==> config.mk <==
export PLATFORM = sky130hd
export DESIGN_NAME = pipe_hazard_track
export DESIGN_NICKNAME = d
export VERILOG_FILES = /design/src/rtl/pipe_pkg.sv /design/src/rtl/pipe_track_entry.sv /design/src/rtl/pipe_hazard_track.sv
export SDC_FILE = /design/constraint.sdc
export NUM_CORES = 1
export LEC_CHECK = 0
export CORE_UTILIZATION = 25
export DETAILED_ROUTE_END_ITERATION = 10
export SLEW_MARGIN = 20
export SYNTH_ARGS = -nofsm -noshare
export SYNTH_HDL_FRONTEND = slang
export SYNTH_SLANG_ARGS = --single-unit
==> constraint.sdc <==
create_clock -name clk -period 1.93 [get_ports clk]
set_input_delay 0.386 -clock clk [delete_from_list [all_inputs] [get_ports clk]]
set_output_delay 0.386 -clock clk [all_outputs]
set_load 0.01 [all_outputs]
==> src/rtl/pipe_pkg.sv <==
`default_nettype none
// +----------------------------------------------------------------------+
// | pipe_pkg: stage indices, forwarding encoding, scoreboard field layout  |
// | Revision: 1.0                                                         |
// +----------------------------------------------------------------------+
package pipe_pkg;

  localparam int STG_E  = 0;
  localparam int STG_M  = 1;
  localparam int FWD_RF = 0;

  // Low bits of every scoreboard entry; the destination address follows.
  localparam int ENT_VALID  = 0;
  localparam int ENT_WE     = 1;
  localparam int ENT_LOAD   = 2;
  localparam int ENT_CTRL_W = 3;

  function automatic int stg_w(input int depth);
    return depth - 1;
  endfunction

  function automatic int ent_w(input int aw);
    return ENT_CTRL_W + aw;
  endfunction

  // Entry 0 also carries the source addresses and their used flags.
  function automatic int head_w(input int aw, input int nsrc);
    return ENT_CTRL_W + aw + nsrc * (aw + 1);
  endfunction

endpackage
`default_nettype wire

==> src/rtl/pipe_track_entry.sv <==
`default_nettype none
// +----------------------------------------------------------------------+
// | pipe_track_entry: one scoreboard register with sync reset and clear   |
// | Revision: 1.0                                                         |
// +----------------------------------------------------------------------+
module pipe_track_entry
  import pipe_pkg::*;
#(
  parameter int W = ENT_CTRL_W + 4
) (
  input  logic         clk,
  input  logic         reset,
  input  logic         i_clr,
  input  logic [W-1:0] i_d,
  output logic [W-1:0] o_q
);

  logic [W-1:0] r_q;

  always_ff @(posedge clk) begin
    if (reset || i_clr) r_q <= '0;
    else                r_q <= i_d;
  end

  assign o_q = r_q;

endmodule
`default_nettype wire

==> src/rtl/pipe_hazard_track.sv <==
`default_nettype none
// +----------------------------------------------------------------------+
// | pipe_hazard_track: scoreboard-driven forwarding, load-use stall,      |
// | branch flush and saturating perf counters. Revision: 1.0              |
// +----------------------------------------------------------------------+
module pipe_hazard_track
  import pipe_pkg::*;
#(
  parameter  int AW        = 4,
  parameter  int NUM_SRC   = 2,
  parameter  int DEPTH     = 3,
  parameter  int LOAD_RDY  = 2,
  parameter  int NOFWD_REG = 15,
  parameter  int CNT_W     = 16,
  localparam int SW        = $clog2(DEPTH)
) (
  input  logic                  clk,
  input  logic                  reset,
  input  logic                  i_dec_valid,
  input  logic                  i_dec_we,
  input  logic                  i_dec_load,
  input  logic [AW-1:0]         i_dec_wa,
  input  logic [NUM_SRC*AW-1:0] i_dec_ra,
  input  logic [NUM_SRC-1:0]    i_dec_ra_used,
  input  logic                  i_branch_taken_e,
  output logic [NUM_SRC*SW-1:0] o_fwd_sel_e,
  output logic                  o_stall_f,
  output logic                  o_stall_d,
  output logic                  o_flush_d,
  output logic                  o_flush_e,
  output logic [DEPTH-1:0]      o_pipe_valid,
  output logic [CNT_W-1:0]      o_stall_cnt,
  output logic [CNT_W-1:0]      o_flush_cnt
);

  localparam int EW    = ent_w(AW);
  localparam int HW    = head_w(AW, NUM_SRC);
  localparam int STG_W = stg_w(DEPTH);
  localparam logic [AW-1:0]    c_NOFWD   = AW'(NOFWD_REG);
  localparam logic [CNT_W-1:0] c_CNT_MAX = '1;
  localparam logic [CNT_W-1:0] c_CNT_ONE = CNT_W'(1);

  logic [DEPTH-1:0]      w_valid;
  logic [DEPTH-1:0]      w_we;
  logic [DEPTH-1:0]      w_load;
  logic [AW-1:0]         w_wa [DEPTH];
  logic [HW-1:0]         w_head_d;
  logic [HW-1:0]         w_head_q;
  logic [NUM_SRC*AW-1:0] w_e_ra;
  logic [NUM_SRC-1:0]    w_e_used;
  logic                  w_luh;
  logic                  w_flush_e;
  logic                  w_stall;
  logic [NUM_SRC*SW-1:0] w_fwd;
  logic [CNT_W-1:0]      r_stall_cnt;
  logic [CNT_W-1:0]      r_flush_cnt;

  assign w_head_d = {i_dec_ra_used, i_dec_ra, i_dec_wa, i_dec_load, i_dec_we, i_dec_valid};
  assign w_e_ra   = w_head_q[ENT_CTRL_W+AW +: NUM_SRC*AW];
  assign w_e_used = w_head_q[ENT_CTRL_W+AW+NUM_SRC*AW +: NUM_SRC];

  genvar gi;
  generate
    for (gi = 0; gi < DEPTH; gi++) begin : g_entry
      if (gi == STG_E) begin : g_head
        // A flushed or absent D instruction enters E as a bubble.
        pipe_track_entry #(.W(HW)) u_entry (
          .clk   (clk),
          .reset (reset),
          .i_clr (~i_dec_valid | w_flush_e),
          .i_d   (w_head_d),
          .o_q   (w_head_q)
        );
        assign w_valid[gi] = w_head_q[ENT_VALID];
        assign w_we[gi]    = w_head_q[ENT_WE];
        assign w_load[gi]  = w_head_q[ENT_LOAD];
        assign w_wa[gi]    = w_head_q[ENT_CTRL_W +: AW];
      end else begin : g_tail
        logic [EW-1:0] w_d;
        logic [EW-1:0] w_q;
        assign w_d = {w_wa[gi-1], w_load[gi-1], w_we[gi-1], w_valid[gi-1]};
        pipe_track_entry #(.W(EW)) u_entry (
          .clk   (clk),
          .reset (reset),
          .i_clr (1'b0),
          .i_d   (w_d),
          .o_q   (w_q)
        );
        assign w_valid[gi] = w_q[ENT_VALID];
        assign w_we[gi]    = w_q[ENT_WE];
        assign w_load[gi]  = w_q[ENT_LOAD];
        assign w_wa[gi]    = w_q[ENT_CTRL_W +: AW];
      end
    end
  endgenerate

  // A load whose data would still be unavailable once the consumer reaches E.
  always_comb begin
    w_luh = 1'b0;
    for (int k = 0; k < NUM_SRC; k++) begin
      for (int i = 0; i < DEPTH; i++) begin
        if ((i + 1) < LOAD_RDY && i_dec_ra_used[k] &&
            i_dec_ra[k*AW +: AW] != c_NOFWD &&
            w_valid[i] && w_we[i] && w_load[i] &&
            w_wa[i] == i_dec_ra[k*AW +: AW])
          w_luh = 1'b1;
      end
    end
    w_luh = w_luh & i_dec_valid;
  end

  // Descending scan so the youngest matching producer overwrites older ones.
  always_comb begin
    w_fwd = '0;
    for (int k = 0; k < NUM_SRC; k++) begin
      w_fwd[k*SW +: SW] = SW'(FWD_RF);
      if (w_valid[STG_E] && w_e_used[k] && w_e_ra[k*AW +: AW] != c_NOFWD) begin
        for (int j = STG_W; j >= 1; j--) begin
          if (w_valid[j] && w_we[j] && w_wa[j] == w_e_ra[k*AW +: AW])
            w_fwd[k*SW +: SW] = SW'(j);
        end
      end
    end
  end

  assign w_flush_e = i_branch_taken_e | w_luh;
  assign w_stall   = w_luh & ~i_branch_taken_e;

  always_ff @(posedge clk) begin
    if (reset) begin
      r_stall_cnt <= '0;
      r_flush_cnt <= '0;
    end else begin
      if (w_stall && r_stall_cnt != c_CNT_MAX)
        r_stall_cnt <= r_stall_cnt + c_CNT_ONE;
      if (i_branch_taken_e && r_flush_cnt != c_CNT_MAX)
        r_flush_cnt <= r_flush_cnt + c_CNT_ONE;
    end
  end

  assign o_fwd_sel_e  = w_fwd;
  assign o_stall_f    = w_stall;
  assign o_stall_d    = w_stall;
  assign o_flush_d    = i_branch_taken_e;
  assign o_flush_e    = w_flush_e;
  assign o_pipe_valid = w_valid;
  assign o_stall_cnt  = r_stall_cnt;
  assign o_flush_cnt  = r_flush_cnt;

endmodule
`default_nettype wire

# Word level (Yosys, flattened, before mapping)
# Cells that the tools add are included.
[totals]
reg_bits = 63
output_inout_bits = 43
elab_cells = 56
[op_classes]
add_sub_neg = 2
n_eq_ne = 12
muxes = 8
n_bitwise = 6
reduce_logical = 23
[ops]
columns = ["operator", "count"]
rows = [
  ["$add A16 B1 Y16 const B", 2],
  ["$ne A16 B16 Y1 const B", 2],
  ["$eq A4 B4 Y1", 6],
  ["$logic_and A1 B1 Y1", 22],
  ["$ne A4 B4 Y1 const B", 4],
  ["$mux W2", 6],
  ["$and A1 B1 Y1", 2],
  ["$mux W1", 2],
  ["$not A1 Y1", 2],
  ["$or A1 B1 Y1", 2],
  ["$logic_or A1 B1 Y1", 1],
]

# Longest topological paths before layout
[logic_depth]
depth_word = 12
depth_mapped = 7

# Modules after synthesis
# A second synthesis with hierarchy kept.
[unflattened]
hier_cells = 303
hier_area_um2 = 2894.0
[modules_own_cells]
columns = ["mod", "instances", "cells_per_inst", "area_per_inst_um2", "seq_area_each_um2"]
rows = [
  ["pipe_hazard_track", 1, 237, 1936.9, 640.6],
  ["pipe_track_entry (g_entry[0].g_head.u_entry)", 1, 38, 571.8, 340.3],
  ["pipe_track_entry (g_entry[1].g_tail.u_entry ...)", 2, 14, 192.7, 140.1],
]

# Least setup slack after synthesis
# Ideal clock, no wire load.
[synth_timing]
path_kind = "register -> register"
startpoint = "reg r_stall_cnt[0], in the netlist o_stall_cnt[0]"
endpoint = "reg r_stall_cnt[6], in the netlist o_stall_cnt[6]"
setup_ns = 0.070
arrival_ns = 1.754
t_required_ns = 1.860
path_slack_ns = 0.106
path_stages_with_launch = 8
n_path_buf = 1
period_less_slack_ns = 1.824
path_cell_list = "dfxtp_1 ha_1 nand3_1 nand4bb_1 clkbuf_1 nand2_1 or4_1 a21oi_1"
[synth_between]
elab_chain_len = 2
elab_cells_between_ends = 3
[synth_rtl]
columns = ["element", "line", "rtl"]
rows = [
  ["start: declaration", "pipe_hazard_track.sv:55", "logic [CNT_W-1:0] r_stall_cnt;"],
  ["start signal: assignment", "pipe_hazard_track.sv:135", "r_stall_cnt <= r_stall_cnt + c_CNT_ONE;"],
  ["parallel branches: the longest is 2 deep, another holds $add A16 B1 Y16", "n/a", ""],
]
# Parallel ways; which one is timed is not known.
# A chain may end at the register's enable or synchronous reset.

# Final worst setup path
[layout_timing]
startpoint = "in i_dec_ra[5]"
endpoint = "out o_flush_e"
[layout_between]
elab_chain_len = 9
elab_cells_between_ends = 10
[layout_rtl]
columns = ["element", "line", "rtl"]
rows = [
  ["start: declaration", "pipe_hazard_track.sv:23", "input logic [NUM_SRC*AW-1:0] i_dec_ra,"],
  ["$ne A4 B4 Y1", "n/a", ""],
  ["$logic_and A1 B1 Y1", "pipe_hazard_track.sv:102", "if ((i + 1) < LOAD_RDY && i_dec_ra_used[k] &&"],
  ["$logic_and A1 B1 Y1", "pipe_hazard_track.sv:103", "i_dec_ra[k*AW +: AW] != c_NOFWD &&"],
  ["$logic_and A1 B1 Y1 (2 in a row)", "pipe_hazard_track.sv:104", "w_valid[i] && w_we[i] && w_load[i] &&"],
  ["$logic_and A1 B1 Y1 *", "pipe_hazard_track.sv:104", ""],
  ["$mux W1 *", "pipe_hazard_track.sv:102", ""],
  ["$and A1 B1 Y1 *", "pipe_hazard_track.sv:109", "w_luh = w_luh & i_dec_valid;"],
  ["$or A1 B1 Y1 *", "pipe_hazard_track.sv:126", "assign w_flush_e = i_branch_taken_e | w_luh;"],
  ["end: declaration", "pipe_hazard_track.sv:30", "output logic o_flush_e,"],
]
# Mark *: on every way between the ends. The rest lies on a longest branch, timed or not.

==> out/qor.csv <==
metric;value;unit
worst-margin pin slew;783;ps
final cycle utilization of the critical path;114;%
sequential cell area fraction in the yosys report;43.4;%
Mapped Area;0.00281;mm²
Switch Pwr;643;µW
origin of the critical flop-to-flop path;g_entry[0].g_head.u_entry.o_q[5];
synth-to-layout area growth;53.9;%
Root Buffer;sky130_fd_sc_hd__clkbuf_8;
post-synth net total;332;
synthesized netlist cell count;310;
proportion of layout cells with a drive suffix above 1;27.7;%
number of fill cells;1082;
initial detailed-routing violation count;68;
CTS hold repair buffers;0;
starting density of the core;25.8;%
combinational group share of total power;7.2;%
drt via density;4.62;
instance area at placement;0.00378;mm²
worst-case headroom to the max-slew limit;47.5;%
min Tclk post-route;2200;ps
post-route clock skew;9.50;ps
total count of hold-check failures in the final report;0;
commonest cells in the synthesized netlist;61 x sky130_fd_sc_hd__dfxtp_1, 25 x sky130_fd_sc_hd__nor2_1, 22 x sky130_fd_sc_hd__nand3_1;
Clock transition at path regs;70;ps
number of gates on the worst path with buffers counted;6;
count of boundary I/O pins;63;
Pwr per Cell Area;573;mW/mm²
cell types with the largest area share after synthesis;sky130_fd_sc_hd__dfxtp_1 43%, sky130_fd_sc_hd__xnor2_1 6.2%, sky130_fd_sc_hd__xor2_1 5.3%, sky130_fd_sc_hd__and2_1 4.4%, sky130_fd_sc_hd__nand3_1 3.9%;
setup TNS;-840;ps
slowest cell on the critical path;sky130_fd_sc_hd__or4_4;
dominant register cell in the synthesized netlist;sky130_fd_sc_hd__dfxtp_1;
RSZ-0062 raised after global routing;yes;
startpoint class of the critical path;primary input;
number of buffers and inverters on the critical path;2;
die height;108;µm
area of the core region;0.0109;mm²
post-synthesis sequential element count;61;
CTS tree;done;
Post-DP HPWL;5.12;mm
family of cells with the greatest summed delay on the critical path;simple AND/OR/NAND/NOR gates;
largest area contributor in the netlist;sky130_fd_sc_hd__dfxtp_1;
kind of path behind the tightest hold check;in2reg;
final standard cell area without fillers;0.00433;mm²
global-route wire length before repair;12.2;mm
R2R depth;8;
largest fanout on the critical path;2;
crit path capture type;output pin;
Worst Path Class, Setup;in2out;
outcome;complete, but fails checks;
end point of the critical path;o_flush_e;
initial antenna violation count;0;
ANT nets after route;0;
clock latency on the worst-skew pair;330;ps
met3 routed wirelength;336;µm
clock power share;40.7;%
met1 wire length;3.43;mm
input/output buffers;62;
number of max-cap violations;0;
number of cell rows;38;
GRT overflow;0;
H-tree level count;3;
synthesis warning total;0;
antenna diode count;0;
chain of cells forming the critical path;dlygate4sd2_1 > xor2_2 > or4_4 > o2bb2ai_4 > a21o_1 > buf_6;
Mapped Avg Cell Area;9.07;µm²
number of global-route vias before repair;2578;
number of flops mapped to enable cells by yosys;0;
clock sink count;61;
largest net degree at the start of global routing;45;
async set or reset register ratio after synthesis;0;%
highest routed metal layer;met4;
setup slack of the most critical reg-to-reg path;-100;ps
CP arrival;1820;ps
multi-input gate area in the final layout;0.00170;mm²
buffer levels on the longest clock path;2;
number of iterations in the first detailed-routing pass;4;
final weighted congestion in routability-driven placement;0.852;
Die W;108;µm
total global routing track utilization;13.4;%
failing checks;negative setup slack;
worst setup path startpoint;i_dec_ra[5];
number of library cell types mapped by synthesis;45;
critical path's largest stage delay;550;ps
peak ir drop on the vdd network;0.342;mV
area share of the largest cell type after synthesis;43.4;%
routed via count;2580;
worst slack after detailed placement;-984;ps
DRC violation count after routing;0;
total clock buffers created by CTS;9;
sum of met2 wire segment lengths after detailed routing;3.58;mm
Worst EP required;1540;ps
overall power after layout;2.48;mW
cell leakage power;1.58;nW
Worst Slack Setup Final;-272;ps
final core utilization;39.8;%
Sw Ratio;25.9;%
max-slew violation count;0;
r2r endpoint;o_stall_cnt[12];
area enclosed by the die boundary;0.0117;mm²
area of all sequential standard cells;0.00124;mm²
Max Fclk;454;MHz
count of endpoints failing setup in the final report;10;
internal portion of total power;1.84;mW
wirelength, routed;7.46;mm
routed wirelength normalized by instance count;13.3;µm
Final #Nets;436;
sequential group share of total power;52.1;%
most common cell in the synthesized netlist;sky130_fd_sc_hd__dfxtp_1;
[how the worst min path moves through the flow]
stage	from	to	slack, ps	depth (start not counted)
final	i_dec_ra_used[1]	g_entry[0].g_head.u_entry.o_q[16]	420	2
after global routing	i_dec_ra_used[1]	g_entry[0].g_head.u_entry.o_q[16]	410	2
after CTS	i_dec_ra_used[1]	g_entry[0].g_head.u_entry.o_q[16]	400	2
after detailed placement	g_entry[1].g_tail.u_entry.o_q[1]	g_entry[2].g_tail.u_entry.o_q[1]	470	1
after global placement	g_entry[1].g_tail.u_entry.o_q[1]	g_entry[2].g_tail.u_entry.o_q[1]	470	1
after floorplan	g_entry[1].g_tail.u_entry.o_q[1]	g_entry[2].g_tail.u_entry.o_q[1]	440	1
[routing by layer]
layer,track usage (%),vias up
li1,-,1307
met1,16.4,1207
met2,22.2,55
met3,3.44,11
met4,5.97,0
met5,0,-
[flip-flops by register name, indices dropped and copies added, names as in the netlist]
register / cells
g_entry.g_head.u_entry.o_q: 17
o_flush_cnt: 16
o_stall_cnt: 16
g_entry.g_tail.u_entry.o_q: 12
[per-stage QoR]
stage | cells | hold WS [ps]
after detailed placement | 532 | 474
after global placement | 532 | 473
final | 559 | 420
after floorplan | 310 | 438
after CTS | 559 | 401
after global routing | 559 | 414
[cells in the final DEF (no fill, tap or decap), types with 3 or more instances in the layout]
cell type,count
sky130_fd_sc_hd__xor2_1,13
sky130_fd_sc_hd__buf_6,12
sky130_fd_sc_hd__dfxtp_1,48
sky130_fd_sc_hd__buf_2,3
sky130_fd_sc_hd__nor2b_1,12
sky130_fd_sc_hd__nand2_1,11
sky130_fd_sc_hd__o21ai_2,3
sky130_fd_sc_hd__nand4b_1,3
sky130_fd_sc_hd__clkbuf_8,9
sky130_fd_sc_hd__dlygate4sd2_1,10
sky130_fd_sc_hd__xor2_2,3
sky130_fd_sc_hd__nand4_1,17
sky130_fd_sc_hd__nor2_1,24
sky130_fd_sc_hd__nand3_1,22
sky130_fd_sc_hd__and4_1,4
sky130_fd_sc_hd__a21oi_1,12
sky130_fd_sc_hd__xnor2_1,18
sky130_fd_sc_hd__a21oi_2,4
sky130_fd_sc_hd__clkinvlp_4,5
sky130_fd_sc_hd__and3_1,4
sky130_fd_sc_hd__clkdlybuf4s50_1,44
sky130_fd_sc_hd__or4_4,3
sky130_fd_sc_hd__o21ai_1,4
sky130_fd_sc_hd__nor3_1,3
sky130_fd_sc_hd__o21ai_0,8
sky130_fd_sc_hd__dfxtp_2,11
sky130_fd_sc_hd__or3_1,6
sky130_fd_sc_hd__and2_1,20
sky130_fd_sc_hd__buf_4,32
[worst register-to-register path, delay by kind of cell, from the launching register on]
family,cells,cell delay [ps]
and+or+nand+nor,2,780
buffers and inverters,3,400
DFF,1,330
AOI/OAI and AO/OA,2,290
xor gates and xnor gates,1,150
[cells by family after synthesis]
logic type,after synthesis,share of synthesized area [%]
and+or+nand+nor,149,31.1
DFF,61,43.4
AOI/OAI and AO/OA,43,9.21
xor gates and xnor gates,37,11.5
buffers and inverters,17,3.47
adders and majority gates,2,0.890
muxes,1,0.356
[area by class of cell]
type | instances | share of cell area [%]
multi-input cells | 232 | 39.2
clock inverters | 7 | 1.18
inverters | 3 | 0.260
well taps | 140 | 4.05
flip-flops and latches | 61 | 28.7
repair buffers | 107 | 23.7
clock buffers | 9 | 2.86
[timing repair]
item,CTS,global route
resized for setup,69,43
pin swaps,25,19
gates cloned,1,1
setup endpoints to repair,35,39
buffers inserted,10,1
[power groups by stage]
stage	logic, mW	clock network, mW	registers, mW
2_1_floorplan	0.0736	0	1.32
3_3_place_gp	0.168	0	1.32
3_5_place_dp	0.170	0	1.32
4_1_cts	0.174	1.05	1.29
5_1_grt	0.194	1.11	1.30
6_report	0.179	1.01	1.29
Power figures use the tool's default switching activity.
